===== src/rtl/servo_pkg.sv =====
// Shared types and default constants for the servo position controller.
// No ports; imported by servo_debounce and servo_position_ctrl.
package servo_pkg;

   localparam int unsigned PW_W  = 17;
   localparam int unsigned CNT_W = 20;

   localparam int unsigned DEF_FRAME_CNT = 1_000_000;
   localparam int unsigned DEF_MIN_PW    = 50_000;
   localparam int unsigned DEF_MAX_PW    = 100_000;
   localparam int unsigned DEF_CENTER_PW = 75_000;
   localparam int unsigned DEF_STEP_PW   = 500;

   typedef enum logic [1:0] {
      ST_IDLE,
      ST_FIRST,
      ST_HOLD,
      ST_REPEAT
   } state_t;

   typedef enum logic [1:0] {
      DIR_NONE,
      DIR_R,
      DIR_L
   } dir_t;

endpackage


===== src/rtl/servo_debounce.sv =====
// Two-flop synchronizer followed by a stable-level debouncer.
// Ports: clk, rst_n (sync, active-low), btn_raw (async raw level),
//        level (debounced level, 1 = released after reset).
module servo_debounce
   import servo_pkg::*;
#(
   parameter int unsigned DEBOUNCE_CNT = 500_000
) (
   input  logic clk,
   input  logic rst_n,
   input  logic btn_raw,
   output logic level
);

   localparam int unsigned DB_W = $clog2(DEBOUNCE_CNT + 1);

   logic [1:0]      sync;
   logic [DB_W-1:0] stable_cnt;

   // Level flips on the DEBOUNCE_CNT-th consecutive clock that disagrees with it;
   // any clock that agrees again restarts the count.
   always_ff @(posedge clk) begin
      if (!rst_n) begin
         sync       <= 2'b11;
         level      <= 1'b1;
         stable_cnt <= '0;
      end else begin
         sync <= {sync[0], btn_raw};
         if (sync[1] == level) begin
            stable_cnt <= '0;
         end else if (stable_cnt == DB_W'(DEBOUNCE_CNT - 1)) begin
            level      <= sync[1];
            stable_cnt <= '0;
         end else begin
            stable_cnt <= stable_cnt + DB_W'(1);
         end
      end
   end

endmodule


===== src/rtl/servo_position_ctrl.sv =====
// Servo PWM controller: debounced buttons step the pulse width at frame
// boundaries, with auto-repeat after a hold delay and a center request.
// Ports: clk, rst_n (sync, active-low), button_R/button_L (raw, 0 = pressed),
//        center_req (1-cycle), servo (PWM out), pulse_width (width in effect),
//        frame_start (strobe after cnt==0), at_limit (pulse_width at MIN/MAX).
module servo_position_ctrl
   import servo_pkg::*;
#(
   parameter int unsigned FRAME_CNT    = DEF_FRAME_CNT,
   parameter int unsigned MIN_PW       = DEF_MIN_PW,
   parameter int unsigned MAX_PW       = DEF_MAX_PW,
   parameter int unsigned CENTER_PW    = DEF_CENTER_PW,
   parameter int unsigned STEP_PW      = DEF_STEP_PW,
   parameter int unsigned DEBOUNCE_CNT = 500_000,
   parameter int unsigned REPEAT_DELAY = 10
) (
   input  logic            clk,
   input  logic            rst_n,
   input  logic            button_R,
   input  logic            button_L,
   input  logic            center_req,
   output logic            servo,
   output logic [PW_W-1:0] pulse_width,
   output logic            frame_start,
   output logic            at_limit
);

   localparam int unsigned HOLD_W = $clog2(REPEAT_DELAY + 1);
   localparam int unsigned WIDE_W = PW_W + 1;

   logic              db_r, db_l;
   dir_t              dir_cur, pend_dir;
   state_t            state_q, state_d;
   logic [HOLD_W-1:0] hold_cnt;
   logic [CNT_W-1:0]  cnt;
   logic              center_pend;
   logic              boundary;
   logic              load_dir, apply_step, hold_clr, hold_inc;
   logic [WIDE_W-1:0] pw_sum, pw_diff;
   logic [PW_W-1:0]   pw_step, pw_next;

   servo_debounce #(.DEBOUNCE_CNT(DEBOUNCE_CNT)) u_db_r (
      .clk(clk), .rst_n(rst_n), .btn_raw(button_R), .level(db_r)
   );

   servo_debounce #(.DEBOUNCE_CNT(DEBOUNCE_CNT)) u_db_l (
      .clk(clk), .rst_n(rst_n), .btn_raw(button_L), .level(db_l)
   );

   assign boundary = (cnt == CNT_W'(FRAME_CNT - 1));

   // Exactly one button pressed gives a direction; both or neither gives none.
   always_comb begin
      dir_cur = DIR_NONE;
      case ({db_r, db_l})
         2'b01:   dir_cur = DIR_R;
         2'b10:   dir_cur = DIR_L;
         default: dir_cur = DIR_NONE;
      endcase
   end

   // FSM state register
   always_ff @(posedge clk) begin
      if (!rst_n) state_q <= ST_IDLE;
      else        state_q <= state_d;
   end

   // FSM next state; a center at the boundary always returns to IDLE
   always_comb begin
      state_d = state_q;
      if (boundary && center_pend) begin
         state_d = ST_IDLE;
      end else if (state_q == ST_IDLE) begin
         if (dir_cur != DIR_NONE) state_d = ST_FIRST;
      end else if (dir_cur == DIR_NONE) begin
         state_d = ST_IDLE;
      end else if (dir_cur != pend_dir) begin
         state_d = ST_FIRST;
      end else if (boundary) begin
         if (state_q == ST_FIRST) begin
            state_d = ST_HOLD;
         end else if (state_q == ST_HOLD && hold_cnt == HOLD_W'(REPEAT_DELAY - 1)) begin
            state_d = ST_REPEAT;
         end
      end
   end

   // FSM outputs: direction capture, step strobe, hold counter control
   always_comb begin
      load_dir   = 1'b0;
      apply_step = 1'b0;
      hold_clr   = 1'b0;
      hold_inc   = 1'b0;
      if (state_q == ST_IDLE) begin
         load_dir = (dir_cur != DIR_NONE);
      end else if (dir_cur != DIR_NONE && dir_cur != pend_dir) begin
         load_dir = 1'b1;
      end
      if (boundary && !center_pend && state_q != ST_IDLE &&
          dir_cur != DIR_NONE && dir_cur == pend_dir) begin
         case (state_q)
            ST_FIRST: begin
               apply_step = 1'b1;
               hold_clr   = 1'b1;
            end
            ST_HOLD:   hold_inc   = 1'b1;
            ST_REPEAT: apply_step = 1'b1;
            default:   ;
         endcase
      end
   end

   // Saturating step; the extra bit catches both overflow and underflow
   assign pw_sum  = {1'b0, pulse_width} + WIDE_W'(STEP_PW);
   assign pw_diff = {1'b0, pulse_width} - WIDE_W'(STEP_PW);

   always_comb begin
      pw_step = pulse_width;
      if (pend_dir == DIR_R) begin
         pw_step = (pw_sum > WIDE_W'(MAX_PW)) ? PW_W'(MAX_PW) : pw_sum[PW_W-1:0];
      end else if (pend_dir == DIR_L) begin
         pw_step = (pw_diff[WIDE_W-1] || pw_diff < WIDE_W'(MIN_PW)) ?
                   PW_W'(MIN_PW) : pw_diff[PW_W-1:0];
      end
   end

   always_comb begin
      pw_next = pulse_width;
      if (boundary && center_pend) pw_next = PW_W'(CENTER_PW);
      else if (apply_step)         pw_next = pw_step;
   end

   // Frame counter, PWM output and pulse-width datapath registers
   always_ff @(posedge clk) begin
      if (!rst_n) begin
         cnt         <= '0;
         servo       <= 1'b0;
         frame_start <= 1'b0;
         at_limit    <= 1'b0;
         pulse_width <= PW_W'(CENTER_PW);
         pend_dir    <= DIR_NONE;
         center_pend <= 1'b0;
         hold_cnt    <= '0;
      end else begin
         cnt         <= boundary ? '0 : cnt + CNT_W'(1);
         frame_start <= (cnt == '0);
         servo       <= (cnt < CNT_W'(pulse_width));
         pulse_width <= pw_next;
         at_limit    <= (pw_next == PW_W'(MIN_PW)) || (pw_next == PW_W'(MAX_PW));
         center_pend <= center_req || (center_pend && !boundary);
         if (load_dir) pend_dir <= dir_cur;
         if (hold_clr)      hold_cnt <= '0;
         else if (hold_inc) hold_cnt <= hold_cnt + HOLD_W'(1);
      end
   end

endmodule


===== config.mk =====
export PLATFORM = sky130hd
export DESIGN_NAME = servo_position_ctrl
export DESIGN_NICKNAME = d
export VERILOG_FILES = /design/src/rtl/servo_pkg.sv /design/src/rtl/servo_debounce.sv /design/src/rtl/servo_position_ctrl.sv
export SDC_FILE = /design/constraint.sdc
export NUM_CORES = 1
export LEC_CHECK = 0
export ABC_CLOCK_PERIOD_IN_PS = 3800
export CAP_MARGIN = 20
export CORE_ASPECT_RATIO = 0.8
export CORE_UTILIZATION = 35
export DETAILED_ROUTE_END_ITERATION = 12
export DONT_BUFFER_PORTS = 1
export PLACE_DENSITY = 0.58
export SYNTH_ARGS = -nofsm -noshare
export SYNTH_HDL_FRONTEND = slang
export SYNTH_SLANG_ARGS = --single-unit

===== constraint.sdc =====
create_clock -name clk -period 3.8 [get_ports clk]
set_clock_uncertainty 0.1 [all_clocks]
set_input_delay 0.76 -clock clk [delete_from_list [all_inputs] [get_ports clk]]
set_output_delay 0.76 -clock clk [all_outputs]
set_load 0.01 [all_outputs]

### Yosys cells after proc, flatten, opt, wreduce, memory -nomap -nowiden

Cells that the tools add are included.

* muxes and demuxes: 22
* multiply operators: 0
* reductions and logical operators: 29
* shift-type cells: 0
* add/subtract/negate cells: 6
* order comparisons: 3
* div/mod/pow operators: 0
* bitwise operators: 3
* equal/unequal tests: 18

Operators with widths (count)
* $mux W17: 6
* $add A19 B1 Y19 const B: 2
* $eq A19 B19 Y1 const B: 2
* $add A20 B1 Y20 const B: 1
* $eq A20 B20 Y1 const B: 1
* $logic_not A20 Y1: 1
* $lt A20 B17 Y1: 1
* $add A17 B9 Y18 const B: 1
* $gt A18 B17 Y1 const B: 1
* $lt A18 B16 Y1 const B: 1
* $sub A17 B9 Y18 const B: 1
* $eq A17 B16 Y1 const B: 1
* $eq A17 B17 Y1 const B: 1
* $mux W2: 7
* $eq A2 B2 Y1 const B: 4
* $logic_and A1 B1 Y1: 8
* $mux W1: 8
* $reduce_or A2 Y1: 4
* $eq A2 B1 Y1 const B: 3
* $reduce_or A3 Y1: 2
* $reduce_bool A5 Y1: 1
* $add A4 B1 Y4 const B: 1
* $eq A4 B4 Y1 const B: 1
* $logic_not A2 Y1: 2
* 12 further kinds: 20

* input port bits: 5
* word-level logic and storage cells: 96
* memories: 0
* memory bits (writable): 0
* latch bits: 0
* bits in registers: 93
* memory bits (read-only): 0

### Logic depth before layout (Yosys ltp)

Gate-level depths: netlist of run 1.

* word-level depth: 10
* gate-level depth with buffers: 15
* mapped depth without buffers: 13

### Modules after synthesis

A second synthesis of run 1 with hierarchy kept.

* cells, all modules: 755
* area, all modules: 6244.7 µm²

By module, submodules not included
* servo_position_ctrl: times used 1, area an instance 4145.2 µm², cells each 537, seq. area each 980.9 µm²
* servo_debounce: times used 2, area an instance 1049.8 µm², cells each 109, seq. area each 440.4 µm²

### Worst setup path after synthesis of run 1

Ideal clock, no wire load.

* path type: register to register
* start point: reg pulse_width[2]
* end point: reg at_limit
* cell stages (with the launch flop): 16
* arrival time: 3472 ps
* path slack: 125 ps
* path buffers: 2
* data required time: 3597 ps
* library setup time: 103 ps
* period minus slack after synthesis: 3675 ps
* cells stage by stage: dfxtp_1 > buf_2 > inv_1 > ha_1 > nand2b_1 > buf_2 > o211ai_1 > and4_1 > a31oi_1 > a41o_2 > nand2_4 > a311oi_1 > a211oi_2 > o2111ai_1 > or4b_1 > a2111oi_2

* cells in the longest elaborated chain, start to end: 10
* elaborated cells on any way between the ends: 14

RTL lines
* start, declared: line servo_position_ctrl.sv:23 `output logic [PW_W-1:0] pulse_width,`
* start signal, assigned: line servo_position_ctrl.sv:140 `pulse_width <= PW_W'(CENTER_PW);`
* start signal, assigned: line servo_position_ctrl.sv:148 `pulse_width <= pw_next;`
* $sub A17 B9 Y18: line servo_position_ctrl.sv:115 `assign pw_diff = {1'b0, pulse_width} - WIDE_W'(STEP_PW);`
* $lt A18 B16 Y1: line servo_position_ctrl.sv:122 `pw_step = (pw_diff[WIDE_W-1] || pw_diff < WIDE_W'(MIN_PW)) ?`
* $logic_or A1 B1 Y1: line servo_position_ctrl.sv:122
* $mux W17: line servo_position_ctrl.sv:122
* $mux W17: line servo_position_ctrl.sv:121 `end else if (pend_dir == DIR_L) begin`
* $mux W17: line servo_position_ctrl.sv:119 `if (pend_dir == DIR_R) begin`
* $mux W17 (*): line servo_position_ctrl.sv:130 `else if (apply_step) pw_next = pw_step;`
* $mux W17 (*): line servo_position_ctrl.sv:129 `if (boundary && center_pend) pw_next = PW_W'(CENTER_PW);`
* $eq A17 B16 Y1 / $eq A17 B17 Y1 (equally long branches): line servo_position_ctrl.sv:149 `at_limit <= (pw_next == PW_W'(MIN_PW)) || (pw_next == PW_W'(MAX_PW));`
* $logic_or A1 B1 Y1 (*): line servo_position_ctrl.sv:149
* end signal, assigned: line servo_position_ctrl.sv:149
* end, declared: line servo_position_ctrl.sv:25 `output logic at_limit`

Every way passes the cells marked *; elsewhere a longest branch is shown, timed or not.
A chain may end at the register's enable or synchronous reset.

### Worst setup path after layout of run 1

* start point: reg pulse_width[3]
* end point: reg at_limit

The elaborated chain is that of the path after synthesis.

==> reports/metrics.cfg, run 1 <==
[yosys]
syn_area_sq_mm = 0.00580
async_reset_ff_share_pct = 0
synthXorXnorAreaFrac_pct = 8.76
synthAdderAreaFrac_pct = 6.17
synth_fp_nets = 787
synth-compound-area-share_pct = 18.4
muxShareOfSynthArea_pct = 1.06
yosysUniqueCellTypes = 77
synth_cells = 755
synth-seq-area-share_pct = 32.1
ys.flop_type = dfxtp_1
syn_area_per_cell_sq_um = 7.68
synth-simple-area-share_pct = 28.3
ys_seq_elements = 93
synthesis.yosys.warnings = 0
synth_edf_count = 0
synth_top_family_by_area = simple AND/OR/NAND/NOR gates

[grt]
groute.usage.overall_pct = 19.7
met3_usage_pct = 4.92
gr-usage-met2_pct = 30.0
top_usage_layer = met2
grt_first_pass_wirelength_um = 26600
grt_pass1_vias = 5012
grt_max_degree = 22
gr-usage-met1_pct = 27.3
antenna_found_initial = 1
grt_overflow = 0

[worst_setup_path]
reg2regPathDepth = 13
cp_data_arrival_time_ns = 3.86
r2r-start = pulse_width[3]
cp_max_fo = 7
critPathLaunchType = flip-flop
cp.required_ns = 3.95
slowest_delay_ns = 0.54
r2r_slack_ns = 0.09
crit_end = at_limit
crit_start = pulse_width[3]
crit_slowest_cell = or4b_1
critPathKind = flip-flop to flip-flop
cpMostUsedCell = buf_4
path_cells = buf_4 > buf_4 > a21oi_1 > and2_1 > and3_1 > o32ai_2 > a32oi_2 > buf_4 > o21ai_1 > a211oi_2 > o2111ai_1 > or4b_1 > a2111oi_2
endpoint_kind = flip-flop
r2r-end = at_limit

[power]
powerDensity_mw_per_mm2 = 291
leakage_nw = 2.56
peakVddDrop_mv = 0.207
power_mw = 1.98

[die]
io_pins = 25
placementRows = 41
die_area_sq_mm = 0.0171
core_area_sq_mm = 0.0160
die_h_um = 117
initial_core_util_pct = 36.2
die_x_um = 146

[layout]
drive_gt1_share_pct = 14.5
area_growth_pct = 17.4
n_fill_cell = 1656
diodes = 0
fin_nets = 828

[place]
portBuffers = 0
gp_congestion = 1.06
place_hpwl_um = 12400

[cts]
cts-root-buf = clkbuf_16
htreeDepth = 3
cts_tree = built
postCtsHoldBufs = 0
clock-sinks = 93
clock_latency_ns = 0.35
cts_buffer_depth = 2
cts_inserted_buffers = 9
path_clk_slew_ns = 0.07

[routing]
dr.first_iter.drc_count = 438
drcViolationCount = 0
first_pass_iters = 5
ant_nets = 0
vias = 5583
via_per_inst = 5.50
finalWirelength_um = 16600
drt-wirelength-per-cell_um = 16.3

[sta]
relSlewSlack_pct = 56.2
setup_viol = 0
tns_ns = 0
fmax_ghz = 0.269
finalHoldViolations = 0
finalCritPeriodShare_pct = 97.7
period_minus_slack_ns = 3.71
tightest_slew_ns = 0.656
maxSlewViolCount = 0

[hold_path]
hold_path_startpoint = u_db_r.sync[0]
min_path_type = flip-flop to flip-flop

[outcome]
outcome = complete, no violations

[job]
drv_cap = 0

[kinds of logic (layout without fill, tap and decap cells)]
logic type | after synthesis | in the layout
adder cells (fa/ha/maj) | 29 | 29
XOR/XNOR | 58 | 58
multiplexers | 6 | 6
flip-flops | 93 | 93
buffers and inverters | 73 | 119
AO/OA/AOI/OAI | 164 | 164
AND/OR/NAND/NOR | 332 | 332
[flip-flops by register name (all words and copies together) (netlist names)]
register / cells
u_db_r.stable_cnt: 19
center_pend: 1
u_db_r.level: 1
u_db_l.level: 1
u_db_r.sync: 2
hold_cnt: 4
frame_start: 1
pend_dir: 2
pulse_width: 17
cnt: 20
state_q: 2
u_db_l.sync: 2
u_db_l.stable_cnt: 19
at_limit: 1
servo: 1
[synth_stat cells, types with 4 or more instances]
library cell / instances / area (sq um)
a21oi_1: 47 / 235
nor2_1: 109 / 409
ha_1: 27 / 338
nand4_1: 14 / 87.6
nand2_1: 71 / 267
xor2_1: 28 / 245
nor3_1: 21 / 105
nand3_1: 32 / 160
a21o_1: 16 / 120
a31oi_1: 9 / 56.3
inv_1: 32 / 120
o22ai_1: 4 / 25.0
xnor2_1: 30 / 263
nor4_1: 12 / 75.1
and2_1: 11 / 68.8
and3_1: 14 / 87.6
buf_2: 11 / 55.1
mux2i_1: 5 / 50.1
clkbuf_1: 23 / 86.3
o21ai_0: 34 / 170
dfxtp_1: 93 / 1860
o211ai_1: 10 / 75.1
or3_1: 12 / 75.1
nand2b_1: 9 / 56.3
o31ai_1: 6 / 45.0
[worst max-delay path: cells and delay by family (launching register included)]
kind                   cells  cell delay, ns
AND/OR/NAND/NOR            3            1.14
AO/OA/AOI/OAI              7            1.60
buffers and inverters      3            0.47
flip-flops                 1            0.31
[power breakdown]
part	switching (mW)	internal [mW]	leakage, nW
Combinational	0.0204	0.0147	1.65
Clock	0.413	0.540	0.156
Sequential	0.00889	0.984	0.752
Total	0.442	1.54	2.56
[what timing repair did]
item | in CTS | in global routing
gates resized for setup | 0 | 16
buffers inserted | 0 | 4
endpoints found under the setup margin | 0 | 1
[placed cells by master, fill, tap and decap left out, types with 3 or more instances in the layout]
master / synthesis / routed
nand2_1: 71 / 70
a21oi_1: 47 / 46
xor2_1: 28 / 28
o31ai_1: 6 / 6
a21o_1: 16 / 16
nand4_1: 14 / 14
mux2i_1: 5 / 5
nand3_1: 32 / 32
or3_1: 12 / 12
nor2b_1: 3 / 3
clkinv_4: 0 / 3
nor4b_1: 3 / 3
o21ai_0: 34 / 33
nand2b_1: 9 / 8
inv_1: 32 / 32
o22ai_1: 4 / 4
ha_1: 27 / 27
nor4_1: 12 / 12
and4_1: 3 / 3
a22oi_1: 3 / 3
a31oi_1: 9 / 7
o211ai_1: 10 / 10
dfxtp_1: 93 / 92
nor3_1: 21 / 21
nor2_1: 109 / 108
buf_4: 2 / 70
and2_1: 11 / 10
and3_1: 14 / 14
clkbuf_16: 0 / 9
xnor2_1: 30 / 30
o2111ai_1: 3 / 3
[how the worst min path moves through the flow]
stage	to	slack, ns	cells past startpoint
CTS	u_db_r.sync[1]	0.31	1
global route	u_db_l.sync[1]	0.34	1
detailed placement	u_db_r.sync[1]	0.30	1
finish	u_db_r.sync[1]	0.31	1
floorplan	u_db_l.sync[1]	0.29	1
global placement	u_db_r.sync[1]	0.29	1
[through the flow]
step                      area, sq um  instances  util (%)  worst slack, ns  hold WS, ns
after floorplan                  5800        755         -            0.125        0.286
after global placement           6390        996      39.9         -0.00233        0.291
after detailed placement         6390        996      39.9           0.0653        0.297
after CTS                        6710       1012      41.9           0.0473        0.314
after global routing             6810       1016      42.5          -0.0379        0.340
final                            6810       1016      42.5           0.0892        0.309
[layout make-up]
cell class                 count  area, sq um  area share [%]
clock buffer                  10          239            3.51
tap                          215          269            3.95
sequential                    93         1860            27.4
multi-input combinational    589         3710            54.4
clock inverter                 6         81.3            1.19
timing repair buffer          70          526            7.72
inverter                      33          124            1.82
[layer usage]
metal	vias to the layer above	share of wire [%]
met3	29	8.9
met2	226	41
met4	0	2.0
li1	2746	-
met5	-	0
met1	2582	48
No activity file was read; power rests on OpenSTA's default activity.
==> run 2, diff against run 1 <==
CORE_UTILIZATION = 40   (was 35)
PLACE_DENSITY = 0.63   (was 0.58)
==> run 2 against run 1 <==
- clock power fell by 5.4%
- sequential power about the same
- core utilization is 7.0 points higher
- sequential share of layout area down 0.11 points
- critical path depth unchanged
- worst setup slack improved by 0.045 ns
- die area down 12%
- first-iteration DRC count down 9.6%
- largest cell class unchanged
- largest power group unchanged
- highest routed layer unchanged
==> reports/metrics.cfg, run 2 (synthesis gave the netlist of run 1 again) <==
[routing]
dr.first_iter.drc_count = 396
finalWirelength_um = 17200
vias = 5712
drt-wirelength-per-cell_um = 17.4
first_pass_iters = 5
drcViolationCount = 0
ant_nets = 0
via_per_inst = 5.76

[die]
die_x_um = 137
core_area_sq_mm = 0.0138
die_h_um = 110
initial_core_util_pct = 41.9
die_area_sq_mm = 0.0150
io_pins = 25
placementRows = 38

[layout]
finalNonFillerCells = 991
mostFrequentLayoutCells = nor2_1 (107), dfxtp_1 (87), buf_4 (80)
final_common_cell = nor2_1
fin_nets = 838
diodes = 0
area_growth_pct = 18.3
largest_reg_flops = 20
reg.largest.list = cnt x20, u_db_l.stable_cnt x19, u_db_r.stable_cnt x19
top_register = cnt
drive_gt1_share_pct = 16.9

[grt]
grt_first_pass_wirelength_um = 27600
groute.usage.overall_pct = 24.0
grt_overflow = 0
antenna_found_initial = 0
grt_pass1_vias = 5321
grt_max_degree = 22

[place]
place_inst = 967
gp_congestion = 1.04
portBuffers = 0
place_hpwl_um = 13000

[worst_setup_path]
cp_data_arrival_time_ns = 3.81
critPathKind = flip-flop to flip-flop
cp.buffers_inverters = 2
path_delay_family = compound AO/OA/AOI/OAI gates
path_cells = buf_4 > a21oi_1 > and2_1 > nor3_1 > o32ai_2 > a32oi_2 > buf_4 > nor2_4 > nand4_1 > a31oi_4 > nor4bb_2 > nand4_1 > a2111oi_4
slowest_delay_ns = 0.45
critPathLaunchType = flip-flop
crit_slowest_cell = a21oi_1
endpoint_kind = flip-flop
cp.required_ns = 3.95
cp_max_fo = 7

[sta]
finalCritPeriodShare_pct = 96.5
relSlewSlack_pct = 56.4
tightest_slew_ns = 0.648
finalHoldViolations = 0
maxSlewViolCount = 0
period_minus_slack_ns = 3.67
setup_viol = 0
fmax_ghz = 0.273

[cts]
path_clk_slew_ns = 0.07
cts_inserted_buffers = 9
cts-root-buf = clkbuf_16
htreeDepth = 3
cts_tree = built
cts_buffer_depth = 2
clock_latency_ns = 0.35
clock-sinks = 93
postCtsHoldBufs = 0

[power]
powerDensity_mw_per_mm2 = 281
power_mw = 1.93
peakVddDrop_mv = 0.292
leakage_nw = 2.60

[hold_path]
min_path_type = flip-flop to flip-flop

[outcome]
outcome = complete, no violations

[job]
drv_cap = 0

-- run 2: cell type report --
cell class,count,area [sq um]
tap,180,225
fill,1334,6980
clock buffer,9,225
multi-input combinational,589,3740
sequential,93,1870
inverter,33,124
timing repair buffer,80,601
clock inverter,7,75.1
-- run 2: routing by layer --
metal	share of wire, %	GRT usage [%]	vias to the layer above
met5	0	0	-
met4	1.5	7.70	0
met3	7.6	5.86	28
met2	46	38.9	188
met1	45	31.2	2729
li1	-	-	2767
-- run 2: where the power goes --
part | internal (mW) | switching, mW | total, mW
registers | 0.983 | 0.00972 | 0.993
logic | 0.0139 | 0.0207 | 0.0346
clock network | 0.466 | 0.436 | 0.902
-- run 2: path summary, 6_finish.rpt --
check | endpoint | slack (ns) | start | cells past startpoint
max | at_limit | 0.13 | pulse_width[2] | 13
min | u_db_r.sync[1] | 0.31 | u_db_r.sync[0] | 1
max reg2reg | at_limit | 0.13 | pulse_width[2] | 13
min reg2reg | u_db_r.sync[1] | 0.31 | u_db_r.sync[0] | 1
-- run 2: stage by stage --
step           util, %  instance area (sq um)  setup slack (ns)  hold slack (ns)  TNS [ns]
6_report          49.6                   6860             0.134            0.309         0
2_1_floorplan        -                   5800             0.125            0.286         0
3_3_place_gp      46.2                   6390             0.167            0.297         0
4_1_cts           48.4                   6690            0.0189            0.309         0
3_5_place_dp      46.2                   6390            0.0471            0.294         0
5_1_grt           49.6                   6860           -0.0183            0.342   -0.0183
-- run 2: what timing repair did --
action / 4_1_cts / 5_1_grt
gates resized for setup: 0 / 28
setup buffers: 0 / 8
endpoints found under the hold margin: 0 / 0
endpoints found under the setup margin: 0 / 1
